--- src/rtl/md_issue_ctrl.sv ---
// E-stage issue/stall controller for the multiply/divide unit: gates start/write strobes,
// shadows the unit's busy countdown, stalls D for mul/div-class instructions and counts stalls.
module md_issue_ctrl #(
    parameter int          MUL_LAT  = 5,
    parameter int          DIV_LAT  = 10,
    parameter int          CNT_W    = 32,
    parameter int          CHECK_EN = 1,
    parameter logic [2:0]  SEL_MUL  = 3'd1,
    parameter logic [2:0]  SEL_MULU = 3'd2,
    parameter logic [2:0]  SEL_DIV  = 3'd3,
    parameter logic [2:0]  SEL_DIVU = 3'd4,
    localparam int         CW       = ($clog2(DIV_LAT + 1) > 4) ? $clog2(DIV_LAT + 1) : 4
) (
    input  logic             i_clk,
    input  logic             i_rst_n,
    input  logic             i_req,
    input  logic             i_d_is_md,
    input  logic             i_e_start,
    input  logic             i_e_we,
    input  logic [2:0]       i_e_sel,
    input  logic             i_md_busy,
    output logic             o_md_start,
    output logic             o_md_we,
    output logic             o_stall_d,
    output logic             o_busy_pred,
    output logic             o_mismatch,
    output logic [CNT_W-1:0] o_stall_cnt,
    output logic [CW-1:0]    o_cnt,
    output logic [1:0]       o_state
);

    typedef enum logic [1:0] {
        IDLE    = 2'd0,
        MUL_RUN = 2'd1,
        DIV_RUN = 2'd2
    } state_t;

    localparam logic [CW-1:0] MUL_LD = CW'(MUL_LAT);
    localparam logic [CW-1:0] DIV_LD = CW'(DIV_LAT);

    state_t             r_state;
    state_t             w_state_next;
    logic [CW-1:0]      r_cnt;
    logic [CW-1:0]      w_cnt_next;
    logic               r_mismatch;
    logic [CNT_W-1:0]   r_stall_cnt;
    logic               w_md_start;
    logic               w_md_we;
    logic               w_busy_pred;
    logic               w_stall_d;
    logic               w_sel_mul;
    logic               w_sel_div;

    // Strobes are also held low during reset so every output is 0 while rst_n is low.
    assign w_md_start  = i_rst_n & i_e_start & ~i_req;
    assign w_md_we     = i_rst_n & i_e_we & ~i_req;
    assign w_busy_pred = (r_cnt != '0);
    assign w_stall_d   = i_d_is_md & (w_busy_pred | w_md_start);
    assign w_sel_mul   = (i_e_sel == SEL_MUL) || (i_e_sel == SEL_MULU);
    assign w_sel_div   = (i_e_sel == SEL_DIV) || (i_e_sel == SEL_DIVU);

    always_ff @(posedge i_clk or negedge i_rst_n) begin
        if (!i_rst_n) begin
            r_state <= IDLE;
            r_cnt   <= '0;
        end else begin
            r_state <= w_state_next;
            r_cnt   <= w_cnt_next;
        end
    end

    // Same priority as the unit: write clears, then issue (re)loads, then countdown.
    always_comb begin
        w_state_next = r_state;
        w_cnt_next   = r_cnt;
        if (w_md_we) begin
            w_cnt_next   = '0;
            w_state_next = IDLE;
        end else if (w_md_start && w_sel_mul) begin
            w_cnt_next   = MUL_LD;
            w_state_next = MUL_RUN;
        end else if (w_md_start && w_sel_div) begin
            w_cnt_next   = DIV_LD;
            w_state_next = DIV_RUN;
        end else if (r_cnt != '0) begin
            w_cnt_next = r_cnt - 1'b1;
            if (r_cnt == CW'(1)) begin
                w_state_next = IDLE;
            end
        end
    end

    always_comb begin
        o_state     = r_state;
        o_cnt       = r_cnt;
        o_md_start  = w_md_start;
        o_md_we     = w_md_we;
        o_busy_pred = w_busy_pred;
        o_stall_d   = w_stall_d;
        o_mismatch  = r_mismatch;
        o_stall_cnt = r_stall_cnt;
    end

    always_ff @(posedge i_clk or negedge i_rst_n) begin
        if (!i_rst_n) begin
            r_mismatch  <= 1'b0;
            r_stall_cnt <= '0;
        end else begin
            if ((CHECK_EN != 0) && (w_busy_pred != i_md_busy)) begin
                r_mismatch <= 1'b1;
            end
            if (w_stall_d && (r_stall_cnt != {CNT_W{1'b1}})) begin
                r_stall_cnt <= r_stall_cnt + 1'b1;
            end
        end
    end

endmodule

--- config.mk ---
export PLATFORM = sky130hd
export DESIGN_NAME = md_issue_ctrl
export DESIGN_NICKNAME = d
export VERILOG_FILES = /design/src/rtl/md_issue_ctrl.sv
export SDC_FILE = /design/constraint.sdc
export NUM_CORES = 1
export LEC_CHECK = 0
export ABC_AREA = 1
export BUFFER_PORTS_ARGS = -buffer_cell sky130_fd_sc_hd__buf_2
export CORE_MARGIN = 2
export CORE_UTILIZATION = 55
export CTS_CLUSTER_DIAMETER = 50
export DETAILED_ROUTE_END_ITERATION = 10
export PLACE_DENSITY = 0.84
export SYNTH_ARGS = -nofsm -noshare
export SYNTH_HDL_FRONTEND = slang
export SYNTH_SLANG_ARGS = --single-unit
--- constraint.sdc ---
create_clock -name i_clk -period 5.06 [get_ports i_clk]
set_input_delay 0.506 -clock i_clk [delete_from_list [all_inputs] [get_ports i_clk]]
set_output_delay 0.506 -clock i_clk [all_outputs]
set_load 0.1 [all_outputs]
==> flow_summary_export.csv <==
group,metric,value,unit
run_status,status,"complete, no violations",
power_and_ir_drop,static-leakage-power,0.00161,uW
yosys,synth_top_cells_by_count,"202 x sky130_fd_sc_hd__nand2_1, 58 x sky130_fd_sc_hd__nor2_1, 39 x sky130_fd_sc_hd__dfrtp_1",
placement,placed_area,0.00290,mm^2
yosys,postSynth.topFlopCell,"sky130_fd_sc_hd__dfrtp_1",
clock_network,post_cts_hold_buffer_count,0,
yosys,synth_top_area_share,37.1,%
sta,tns,0,ns
min_path,hold_path.class,"in2async",
global_routing,first_global_vias,2387,
yosys,synth-async-reset-ratio,100,%
yosys,synth.yosys.warnings,0,
placement,detailedPlacementHpwl,4730,um
critical_path,worst-setup-path-type,"in2out",
drt,wirelength,6310,um
drt,initialDrtViolationCount,166,
clock_network,post_cts_resize_count,0,
sta,slew-limit-headroom,40.1,%
critical_path,critical_path.startpoint_type,"input pin",
clock_network,cts_tree,"yes",
sta,worstMarginPinSlew,0.899,ns
placement,place.port_buffers,52,
drt,route.vias.total,2613,
sta,rsz0062_at_grt,"no",
clock_network,clock_tree.htree_level_count,2,
clock_network,clock-sinks,39,
sta,number_of_endpoints_with_negative_hold_slack_in_the_final_report,0,
power_and_ir_drop,power_consumption,1230,uW
drt,detail_route.drc_violations,0,
global_routing,wire_length_of_the_first_global_routing_pass,10600,um
power_and_ir_drop,power.density_cell_area,411,mW/mm^2
yosys,synth.cell_area,0.00263,mm^2
cells_and_area,number_of_antenna_repair_diodes,0,
placement,gpl.final_weighted_congestion,0.961,
global_routing,number_of_antenna_violations_at_the_first_check_in_global_routing,0,
sta,report.final.setup_viol,0,
clock_network,post_cts_buffers,0,
die,die_area,0.00535,mm^2
sta,post-route-period-util,58.3,%
cells_and_area,stdcell_count,517,
die,floorplan.initialDensity,56.4,%
power_and_ir_drop,ir_worst_vdd,603,uV
die,ios,53,
drt,via_per_inst,5.05,
cells_and_area,numnets_final,475,
clock_network,worstSkewPairLatency,0.30,ns
cells_and_area,final_layout_size_suffix_gt1_share,15.1,%
placement,placed_instances,509,
sta,max_freq,339,MHz
clock_network,clkTransAtPathRegs,0.07,ns
global_routing,grt_remaining_overflow,0,
drt,antenna_violating_nets_post_route,0,
yosys,synth_area_per_cell,6.44,um^2
cells_and_area,summed_area_of_non_filler_cells_in_the_final_layout,0.00300,mm^2
clock_network,cts_buffer_depth,2,
sta,final.min_clock_period,2.95,ns
critical_path,worstPathRequired,4.55,ns
global_routing,overall_fraction_of_global_route_tracks_in_use,25.7,%
yosys,synth.most_common_cell,"sky130_fd_sc_hd__nand2_1",
die,row_count,25,
clock_network,numCtsBuffers,5,
drt,drt_pass1_iterations,5,
critical_path,worst-r2r-setup-slack,3.00,ns
yosys,synth.yosys.seq_area_share,37.1,%
sta,slew_violations,0,
die,std_cell_core_area,0.00466,mm^2
die,die_height,73.1,um
global_routing,grt_start_max_net_pins,42,
yosys,synth_largest_area_cell,"sky130_fd_sc_hd__dfrtp_1",
die,die_w,73.1,um
yosys,synthesized_flop_and_latch_total,39,
critical_path,timing.critical_path.fanout_max,41,
yosys,synth_fp_nets,421,
sta,fin_worst_skew,0.00678,ns
critical_path,data_arrival_time_of_the_critical_path,2.44,ns
yosys,ys_types,23,
critical_path,kind_of_end_point_of_the_critical_path,"output pin",
cells_and_area,syn2layout_area_growth,14.1,%
clock_network,cts_root_buf,"sky130_fd_sc_hd__clkbuf_8",
yosys,number_of_enable_flip_flop_cells_after_synthesis,0,
yosys,postSynthCellCount,408,
drt,drt-wirelength-per-cell,12.2,um
yosys,synthTopCellsByArea,"sky130_fd_sc_hd__dfrtp_1 37%, sky130_fd_sc_hd__nand2_1 29%, sky130_fd_sc_hd__nor2_1 8.3%",
job,drv_cap,0,
## flip-flops by register name, summed over array words and instances, names as in the netlist
register	count
o_mismatch	1
o_stall_cnt	32
o_cnt	4
o_state	2
## per-layer routing
layer	GRT usage [%]	vias up	share of wire [%]
met2	41.3	71	45
met3	5.11	10	5.8
met4	9.26	0	1.8
met5	0	-	0
li1	-	1353	-
met1	34.2	1179	47
## worst max-delay path, cell delays in order
cell and delay, ns:
sky130_fd_sc_hd__buf_2 0.67, sky130_fd_sc_hd__nand3_1 0.35, sky130_fd_sc_hd__a21boi_4 0.40, sky130_fd_sc_hd__buf_2 0.50
## logic make-up (layout without fill, tap and decap cells)
group                      Yosys count  count (layout)  synth area share [%]
adders and majority gates            3               3                  1.43
and+or+nand+nor                    296             296                  46.3
buffers and inverters               42              97                  7.52
xor gates and xnor gates            12              12                  4.00
AOI/OAI and AO/OA                   16              16                  3.66
DFF                                 39              39                  37.1
## path summary, 6_finish.rpt
kind | startpoint | endpoint | cells after the start
min in group i_clk | i_md_busy | o_mismatch | 3
worst min-delay path | i_rst_n | o_cnt[3] | 1
worst min register to register | o_mismatch | o_mismatch | 2
worst max-delay path | i_rst_n | o_stall_d | 4
max in group asynchronous | i_rst_n | o_stall_cnt[0] | 1
worst max register to register | o_stall_cnt[0] | o_stall_cnt[18] | 8
## per-stage QoR
stage,util (%),setup slack (ns),hold WS [ns]
finish,64.4,2.11,0.333
global route,64.4,1.88,0.416
CTS,64.4,2.03,0.366
detailed placement,62.2,2.03,0.463
global placement,62.2,2.11,0.446
floorplan,-,2.22,0.210
## where the power goes
group / switching, uW / total [uW] / internal (uW)
Combinational: 496 / 600 / 104
Clock: 109 / 234 / 124
Sequential: 48.6 / 399 / 351
Total: 654 / 1230 / 579
## cell usage in the layout, fill, tap and decap left out, drive strengths merged
cell type and count:
ha 3, dfrtp 39, inv 37, xnor2 6, nand4 6, nor2 62
o21ai 8, nand2 206, buf 52, xor2 6, nand3 22, a21oi 6
a21boi 2, clkbuf 8
## layout make-up
type | count | area (um^2)
clock buffers | 8 | 100
fillers | 446 | 1660
inverters | 37 | 141
multi-input cells | 327 | 1460
flip-flops and latches | 39 | 976
well taps | 54 | 67.6
repair buffers | 52 | 260
(Power assumes the default switching activity.)
